[config.mk]
export PLATFORM = sky130hd
export DESIGN_NAME = sys_bus_master_flat
export DESIGN_NICKNAME = d
export VERILOG_FILES = /design/src/rtl/sys_bus_master_if.sv /design/src/rtl/sys_bus_master.sv /design/src/flat_wrapper.sv
export SDC_FILE = /design/constraint.sdc
export NUM_CORES = 1
export LEC_CHECK = 0
export ABC_AREA = 1
export BUFFER_PORTS_ARGS = -buffer_cell sky130_fd_sc_hd__buf_2
export CAP_MARGIN = 20
export CORE_ASPECT_RATIO = 1.25
export CORE_UTILIZATION = 46
export DETAILED_ROUTE_END_ITERATION = 6
export PLACE_DENSITY = 0.89
export SLEW_MARGIN = 5
export SYNTH_ARGS = -nofsm -noshare
export SYNTH_HDL_FRONTEND = slang
export SYNTH_SLANG_ARGS = --single-unit
[constraint.sdc]
create_clock -name sys_clk_i -period 5 [get_ports sys_clk_i]
set_clock_uncertainty 0.2 [all_clocks]
set_input_delay 0.75 -clock sys_clk_i [delete_from_list [all_inputs] [get_ports sys_clk_i]]
set_output_delay 0.75 -clock sys_clk_i [all_outputs]
set_load 0.03 [all_outputs]
[src/rtl/sys_bus_master_if.sv]
// ---------------------------------------------------------------------------
// sys_bus_master_if
// Groups the command port, the response port and the system-bus request/reply
// signals of sys_bus_master. Signal names keep the initiator's point of view
// (_i = driven towards the initiator, _o = driven by the initiator).
//
// Modports:
//   master : used by sys_bus_master (drives cmd_ready/rsp_*/busy/sys_* requests)
//   slave  : mirror view for whatever sits around the initiator
//            (command source, response sink and bus slave)
// ---------------------------------------------------------------------------
interface sys_bus_master_if;
   // Command port
   logic        cmd_valid_i;
   logic        cmd_ready_o;
   logic        cmd_we_i;
   logic [31:0] cmd_addr_i;
   logic [31:0] cmd_wdata_i;
   logic [3:0]  cmd_sel_i;
   // Response port
   logic        rsp_valid_o;
   logic        rsp_ready_i;
   logic [31:0] rsp_rdata_o;
   logic        rsp_err_o;
   logic        rsp_timeout_o;
   logic        busy_o;
   // System bus
   logic [31:0] sys_addr_o;
   logic [31:0] sys_wdata_o;
   logic [3:0]  sys_sel_o;
   logic        sys_wen_o;
   logic        sys_ren_o;
   logic [31:0] sys_rdata_i;
   logic        sys_err_i;
   logic        sys_ack_i;

   modport master (
      input  cmd_valid_i, cmd_we_i, cmd_addr_i, cmd_wdata_i, cmd_sel_i,
      input  rsp_ready_i,
      input  sys_rdata_i, sys_err_i, sys_ack_i,
      output cmd_ready_o,
      output rsp_valid_o, rsp_rdata_o, rsp_err_o, rsp_timeout_o, busy_o,
      output sys_addr_o, sys_wdata_o, sys_sel_o, sys_wen_o, sys_ren_o
   );

   modport slave (
      output cmd_valid_i, cmd_we_i, cmd_addr_i, cmd_wdata_i, cmd_sel_i,
      output rsp_ready_i,
      output sys_rdata_i, sys_err_i, sys_ack_i,
      input  cmd_ready_o,
      input  rsp_valid_o, rsp_rdata_o, rsp_err_o, rsp_timeout_o, busy_o,
      input  sys_addr_o, sys_wdata_o, sys_sel_o, sys_wen_o, sys_ren_o
   );
endinterface

[src/rtl/sys_bus_master.sv]
// ---------------------------------------------------------------------------
// sys_bus_master
// System-bus initiator: takes one read/write command at a time on a
// valid/ready port, issues a single-cycle sys_wen/sys_ren strobe with
// registered address/data/selects, waits for sys_ack, and presents read data
// plus error status on a valid/ready response port.
//
// Optional feature (compile-time macro SYS_BUS_MASTER_TIMEOUT_EN):
//   when defined, a transfer that sees no ack for TIMEOUT_CYC WAIT cycles is
//   aborted with rdata=0xFFFFFFFF, err=1, timeout=1. When undefined, no
//   counter exists, rsp_timeout_o is tied low and WAIT lasts until ack/reset.
//
// Parameters:
//   TIMEOUT_CYC  WAIT-cycle limit before abort (2..65535), timeout build only
// Ports:
//   sys_clk_i    clock shared with the bus slaves
//   sys_rst_i    asynchronous active-high reset
//   bus          sys_bus_master_if.master (command, response, system bus)
// ---------------------------------------------------------------------------
module sys_bus_master #(
   parameter int unsigned TIMEOUT_CYC = 255
) (
   input  logic               sys_clk_i,
   input  logic               sys_rst_i,
   sys_bus_master_if.master   bus
);

   localparam logic [1:0] ST_IDLE = 2'd0;
   localparam logic [1:0] ST_WAIT = 2'd1;
   localparam logic [1:0] ST_RESP = 2'd2;

   if (TIMEOUT_CYC < 2 || TIMEOUT_CYC > 65535) begin : g_bad_timeout
      $error("sys_bus_master: TIMEOUT_CYC must be within 2..65535");
   end

   logic [1:0]  state_q,       state_d;
   logic [31:0] sys_addr_q,    sys_addr_d;
   logic [31:0] sys_wdata_q,   sys_wdata_d;
   logic [3:0]  sys_sel_q,     sys_sel_d;
   logic        sys_wen_q,     sys_wen_d;
   logic        sys_ren_q,     sys_ren_d;
   logic        we_q,          we_d;
   logic        rsp_valid_q,   rsp_valid_d;
   logic [31:0] rsp_rdata_q,   rsp_rdata_d;
   logic        rsp_err_q,     rsp_err_d;

`ifdef SYS_BUS_MASTER_TIMEOUT_EN
   localparam int CNT_W = $clog2(TIMEOUT_CYC + 1);
   logic [CNT_W-1:0] cnt_q, cnt_d;
   logic             rsp_timeout_q, rsp_timeout_d;
`endif

   always_comb begin
      state_d     = state_q;
      sys_addr_d  = sys_addr_q;
      sys_wdata_d = sys_wdata_q;
      sys_sel_d   = sys_sel_q;
      we_d        = we_q;
      // Strobes are single-cycle: they default low every cycle.
      sys_wen_d   = 1'b0;
      sys_ren_d   = 1'b0;
      rsp_valid_d = rsp_valid_q;
      rsp_rdata_d = rsp_rdata_q;
      rsp_err_d   = rsp_err_q;
`ifdef SYS_BUS_MASTER_TIMEOUT_EN
      cnt_d         = cnt_q;
      rsp_timeout_d = rsp_timeout_q;
`endif
      case (state_q)
         ST_IDLE: begin
            if (bus.cmd_valid_i) begin
               sys_addr_d  = bus.cmd_addr_i;
               sys_wdata_d = bus.cmd_wdata_i;
               sys_sel_d   = bus.cmd_sel_i;
               we_d        = bus.cmd_we_i;
               sys_wen_d   = bus.cmd_we_i;
               sys_ren_d   = ~bus.cmd_we_i;
               state_d     = ST_WAIT;
`ifdef SYS_BUS_MASTER_TIMEOUT_EN
               cnt_d       = '0;
`endif
            end
         end
         ST_WAIT: begin
`ifdef SYS_BUS_MASTER_TIMEOUT_EN
            // Saturating count of WAIT cycles.
            if (cnt_q != CNT_W'(TIMEOUT_CYC))
               cnt_d = cnt_q + CNT_W'(1);
`endif
            // Ack is checked first so it wins over a coincident timeout.
            if (bus.sys_ack_i) begin
               rsp_rdata_d = we_q ? 32'h0 : bus.sys_rdata_i;
               rsp_err_d   = bus.sys_err_i;
               rsp_valid_d = 1'b1;
               state_d     = ST_RESP;
`ifdef SYS_BUS_MASTER_TIMEOUT_EN
               rsp_timeout_d = 1'b0;
            end else if (cnt_q >= CNT_W'(TIMEOUT_CYC - 1)) begin
               // This WAIT cycle is number TIMEOUT_CYC since the accept.
               rsp_rdata_d   = 32'hFFFF_FFFF;
               rsp_err_d     = 1'b1;
               rsp_timeout_d = 1'b1;
               rsp_valid_d   = 1'b1;
               state_d       = ST_RESP;
`endif
            end
         end
         ST_RESP: begin
            if (bus.rsp_ready_i) begin
               rsp_valid_d = 1'b0;
               state_d     = ST_IDLE;
            end
         end
         default: state_d = ST_IDLE;
      endcase
   end

   always_ff @(posedge sys_clk_i or posedge sys_rst_i) begin
      if (sys_rst_i) begin
         state_q     <= ST_IDLE;
         sys_addr_q  <= '0;
         sys_wdata_q <= '0;
         sys_sel_q   <= '0;
         sys_wen_q   <= 1'b0;
         sys_ren_q   <= 1'b0;
         we_q        <= 1'b0;
         rsp_valid_q <= 1'b0;
         rsp_rdata_q <= '0;
         rsp_err_q   <= 1'b0;
`ifdef SYS_BUS_MASTER_TIMEOUT_EN
         cnt_q         <= '0;
         rsp_timeout_q <= 1'b0;
`endif
      end else begin
         state_q     <= state_d;
         sys_addr_q  <= sys_addr_d;
         sys_wdata_q <= sys_wdata_d;
         sys_sel_q   <= sys_sel_d;
         sys_wen_q   <= sys_wen_d;
         sys_ren_q   <= sys_ren_d;
         we_q        <= we_d;
         rsp_valid_q <= rsp_valid_d;
         rsp_rdata_q <= rsp_rdata_d;
         rsp_err_q   <= rsp_err_d;
`ifdef SYS_BUS_MASTER_TIMEOUT_EN
         cnt_q         <= cnt_d;
         rsp_timeout_q <= rsp_timeout_d;
`endif
      end
   end

   // Ready depends on state only, never on cmd_valid_i.
   assign bus.cmd_ready_o = (state_q == ST_IDLE);
   assign bus.busy_o      = (state_q != ST_IDLE);
   assign bus.sys_addr_o  = sys_addr_q;
   assign bus.sys_wdata_o = sys_wdata_q;
   assign bus.sys_sel_o   = sys_sel_q;
   assign bus.sys_wen_o   = sys_wen_q;
   assign bus.sys_ren_o   = sys_ren_q;
   assign bus.rsp_valid_o = rsp_valid_q;
   assign bus.rsp_rdata_o = rsp_rdata_q;
   assign bus.rsp_err_o   = rsp_err_q;
`ifdef SYS_BUS_MASTER_TIMEOUT_EN
   assign bus.rsp_timeout_o = rsp_timeout_q;
`else
   assign bus.rsp_timeout_o = 1'b0;
`endif

endmodule

[src/flat_wrapper.sv]
// flat-port wrapper written by rule: the top's interface ports become plain ports
module sys_bus_master_flat 
#(
   parameter int unsigned TIMEOUT_CYC = 255
)
  (sys_clk_i, sys_rst_i, bus_cmd_valid_i, bus_cmd_we_i, bus_cmd_addr_i, bus_cmd_wdata_i, bus_cmd_sel_i, bus_rsp_ready_i, bus_sys_rdata_i, bus_sys_err_i, bus_sys_ack_i, bus_cmd_ready_o, bus_rsp_valid_o, bus_rsp_rdata_o, bus_rsp_err_o, bus_rsp_timeout_o, bus_busy_o, bus_sys_addr_o, bus_sys_wdata_o, bus_sys_sel_o, bus_sys_wen_o, bus_sys_ren_o);
  sys_bus_master_if bus_i ();
  input  logic sys_clk_i;
  input  logic sys_rst_i;
  input wire logic [$bits(bus_i.cmd_valid_i)-1:0] bus_cmd_valid_i;
  input wire logic [$bits(bus_i.cmd_we_i)-1:0] bus_cmd_we_i;
  input wire logic [$bits(bus_i.cmd_addr_i)-1:0] bus_cmd_addr_i;
  input wire logic [$bits(bus_i.cmd_wdata_i)-1:0] bus_cmd_wdata_i;
  input wire logic [$bits(bus_i.cmd_sel_i)-1:0] bus_cmd_sel_i;
  input wire logic [$bits(bus_i.rsp_ready_i)-1:0] bus_rsp_ready_i;
  input wire logic [$bits(bus_i.sys_rdata_i)-1:0] bus_sys_rdata_i;
  input wire logic [$bits(bus_i.sys_err_i)-1:0] bus_sys_err_i;
  input wire logic [$bits(bus_i.sys_ack_i)-1:0] bus_sys_ack_i;
  output wire logic [$bits(bus_i.cmd_ready_o)-1:0] bus_cmd_ready_o;
  output wire logic [$bits(bus_i.rsp_valid_o)-1:0] bus_rsp_valid_o;
  output wire logic [$bits(bus_i.rsp_rdata_o)-1:0] bus_rsp_rdata_o;
  output wire logic [$bits(bus_i.rsp_err_o)-1:0] bus_rsp_err_o;
  output wire logic [$bits(bus_i.rsp_timeout_o)-1:0] bus_rsp_timeout_o;
  output wire logic [$bits(bus_i.busy_o)-1:0] bus_busy_o;
  output wire logic [$bits(bus_i.sys_addr_o)-1:0] bus_sys_addr_o;
  output wire logic [$bits(bus_i.sys_wdata_o)-1:0] bus_sys_wdata_o;
  output wire logic [$bits(bus_i.sys_sel_o)-1:0] bus_sys_sel_o;
  output wire logic [$bits(bus_i.sys_wen_o)-1:0] bus_sys_wen_o;
  output wire logic [$bits(bus_i.sys_ren_o)-1:0] bus_sys_ren_o;
  assign bus_i.cmd_valid_i = bus_cmd_valid_i;
  assign bus_i.cmd_we_i = bus_cmd_we_i;
  assign bus_i.cmd_addr_i = bus_cmd_addr_i;
  assign bus_i.cmd_wdata_i = bus_cmd_wdata_i;
  assign bus_i.cmd_sel_i = bus_cmd_sel_i;
  assign bus_i.rsp_ready_i = bus_rsp_ready_i;
  assign bus_i.sys_rdata_i = bus_sys_rdata_i;
  assign bus_i.sys_err_i = bus_sys_err_i;
  assign bus_i.sys_ack_i = bus_sys_ack_i;
  assign bus_cmd_ready_o = bus_i.cmd_ready_o;
  assign bus_rsp_valid_o = bus_i.rsp_valid_o;
  assign bus_rsp_rdata_o = bus_i.rsp_rdata_o;
  assign bus_rsp_err_o = bus_i.rsp_err_o;
  assign bus_rsp_timeout_o = bus_i.rsp_timeout_o;
  assign bus_busy_o = bus_i.busy_o;
  assign bus_sys_addr_o = bus_i.sys_addr_o;
  assign bus_sys_wdata_o = bus_i.sys_wdata_o;
  assign bus_sys_sel_o = bus_i.sys_sel_o;
  assign bus_sys_wen_o = bus_i.sys_wen_o;
  assign bus_sys_ren_o = bus_i.sys_ren_o;
  sys_bus_master #(.TIMEOUT_CYC(TIMEOUT_CYC)) u_core (.sys_clk_i(sys_clk_i), .sys_rst_i(sys_rst_i), .bus(bus_i));
endmodule
==> metrics.md <==
| Metric | Value |
|---|---|
| Status | `completed` |
| Num ports | `214` |
| # clock sinks | `107` |
| Resize count post-CTS | `0` |
| Synth cell count leaders | `209 x nand2_1, 107 x dfrtp_1, 103 x nand3_1` |
| DR vias/cell | `4.96` |
| Largest area contributor in the netlist | `dfrtp_1` |
| First-pass GRT wire length | `18,900 um` |
| Worst hold margin | `0.189 ns` |
| Drt total wl | `11,500 um` |
| Worst VDD drop | `419 uV` |
| Worst Path Required | `4.05 ns` |
| Startpoint types | `register` |
| Die area | `10,100 sq um` |
| Avg Cell Area, Syn | `8.41 sq um` |
| Layout cells sized above 1 | `32.8%` |
| Drt pass-1 iters | `4` |
| LEAKAGE | `3.60 nW` |
| Post-synth EDFFs | `0` |
| Max cap viols | `0` |
| DRC Markers | `0` |
| Buffers on Ports | `212` |
| Worst-Margin Slew | `0.745 ns` |
| Unrepaired setup endpoints after global routing | `no` |
| Setup TNS | `0 ns` |
| Pwr per Cell Area | `758 nW/um^2` |
| Hold Buf Count CTS | `0` |
| Largest cells by area after synthesis | `dfrtp_1 60%, nand2_1 18%, nand3_1 12%, inv_1 3.1%, nor2_1 2.8%` |
| Area of placed instances | `5540 sq um` |
| Final worst path period share | `59.0%` |
| Synth-to-Final Area Change | `32.8%` |
| Async S/R FF share, synth | `100%` |
| Largest family of logic cells by synthesized area | `simple AND/OR/NAND/NOR gates` |
| FP Rows | `39` |
| Fillers | `762` |
| Commonest register cell after synthesis | `dfrtp_1` |
| Ys Warns | `0` |
| Yosys cell types | `13` |
| Post-synthesis mux area share | `0%` |
| Clk_lat worst skew | `0.34 ns` |
| Clock slew at reported path FFs | `0.07 ns` |
| Post-CTS Setup Inserts | `0` |
| R2r setup slk | `2.84 ns` |
| TritonCTS Buffers | `9` |
| Die height | `112 um` |
| HPWL after detailed placement | `8060 um` |
| Worst Hold Class | `input port to async pin` |
| Clock Path Buffers | `2` |
| Initial Utilization | `48.2%` |
| Crit Path Category | `register to output port` |
| Post-Layout Inst Area | `5940 sq um` |
| Initial DRC count | `263` |
| Die Wd | `90.2 um` |
| Synth Area in Compound Gates | `0.112%` |
| Vias in the first global route | `4,121` |
| Post-synth top area share | `59.9%` |
| Clk root buf | `clkbuf_16` |
| Antenna Nets Post-Route | `0` |
| Post-Syn Nets | `639` |
| Synthesized area | `4470 sq um` |
| Core area | `9270 sq um` |
| Max frequency | `0.339 GHz` |
| Post-synthesis adder-cell area fraction | `0%` |
| Max-slew headroom | `50.2%` |
| Final Critical Period | `2.95 ns` |
| Gr usage total | `23.1%` |
| Post-synthesis xor/xnor area fraction | `0%` |
| Final net count | `831` |
| Largest fanout on the critical path | `57` |
| Setup violators final | `0` |
| Final Max Slew Viols | `0` |
| Critical Path AT | `2.00 ns` |
| RR Endpoint | `u_core.bus.sys_wdata_o[5]` |
| GPL Wtd Cong | `0.792` |
| Number of synthesized register bits | `107` |
| Antenna violations before repair | `0` |
| Most common cell in the netlist | `nand2_1` |
| H-tree levels | `3` |
| CP endpoint kind | `output port` |
| Diodes inserted | `0` |
| CTS tree | `yes` |
| Via count | `4,225` |
| Simple-gate share of the synthesized area | `32.7%` |
| Worst R2R Start | `u_core.state_q[1]` |
| R2R depth | `5` |
| Largest net degree at the start of global routing | `84` |
| GRT overflow | `0` |
| Wire length per cell | `13.5 um` |
| Final Hold Fails | `0` |
| Syn Inst Count | `532` |
| Post-synthesis sequential area ratio | `59.9%` |
## layout by cell type (no fill, tap or decap), drive strengths merged
cell      synthesis  final
clkinvlp          0      1
nand2           210    210
conb              1      1
inv              37     38
clkinv            0      2
nor2             35     35
o21ai             1      1
nand3           103    103
nand3b            1      1
clkbuf           11      9
dfrtp           107    107
buf              26    218
bufinv            0      3
## power breakdown
group | switching (W) | internal, W
combinational | 0.00159 | 0.000584
sequential | 0.000240 | 0.00128
clock | 0.000319 | 0.000493
## metal layers
metal	vias to the layer above	share of wire, %	track usage [%]
met5	-	0	0
met4	0	3.0	11.5
met3	28	7.7	5.42
met2	209	48	37.6
met1	1957	41	28.9
li1	2031	-	-
## layout make-up
cell class,count,area [sq um],area share (%)
clock buffer,9,225,3.79
clock inverter,7,124,2.09
multi-input combinational,351,1470,24.8
timing repair buffer,218,1150,19.3
inverter,37,141,2.38
tap,123,154,2.59
sequential,107,2680,45.1
## registers in the layout (all words and copies together) (netlist names)
name and cells:
u_core.we_q 1, u_core.bus.rsp_valid_o 1, u_core.bus.sys_sel_o 4, u_core.bus.sys_ren_o 1
u_core.bus.rsp_err_o 1, u_core.bus.sys_addr_o 32, u_core.bus.sys_wen_o 1, u_core.state_q 2
u_core.bus.sys_wdata_o 32, u_core.bus.rsp_rdata_o 32
## kinds of logic after synthesis
| kind of cell | count (synthesis) |
|---|---|
| buf+inv | 74 |
| compound gates | 1 |
| simple gates | 349 |
| flops | 107 |
| other cells | 1 |
## metrics by stage
step	setup slack [ns]	cells	utilization [%]	power (W)
6_report	2.05	852	64.1	0.00450
4_1_cts	2.03	850	63.5	0.00450
3_5_place_dp	2.41	834	59.7	0.00368
5_1_grt	1.90	852	64.1	0.00478
2_1_floorplan	1.23	532	-	0.00305
3_3_place_gp	2.46	834	59.7	0.00361
## how the worst max path moves through the flow
stage / startpoint / to / slack [ns] / cells past startpoint
3_3_place_gp: u_core.state_q[1] / bus_cmd_ready_o / 2.46 / 3
3_5_place_dp: u_core.state_q[1] / bus_cmd_ready_o / 2.41 / 3
6_report: u_core.state_q[1] / bus_cmd_ready_o / 2.05 / 3
5_1_grt: u_core.state_q[1] / bus_cmd_ready_o / 1.90 / 3
2_1_floorplan: sys_rst_i / u_core.bus.rsp_err_o / 1.23 / 1
4_1_cts: u_core.state_q[1] / bus_cmd_ready_o / 2.03 / 3
## worst max-delay path: stages, from the launching register on
cell	delay [ns]
dfrtp_1	0.46
nor2_4	0.36
buf_4	0.52
buf_2	0.30
(Power assumes the default switching activity.)
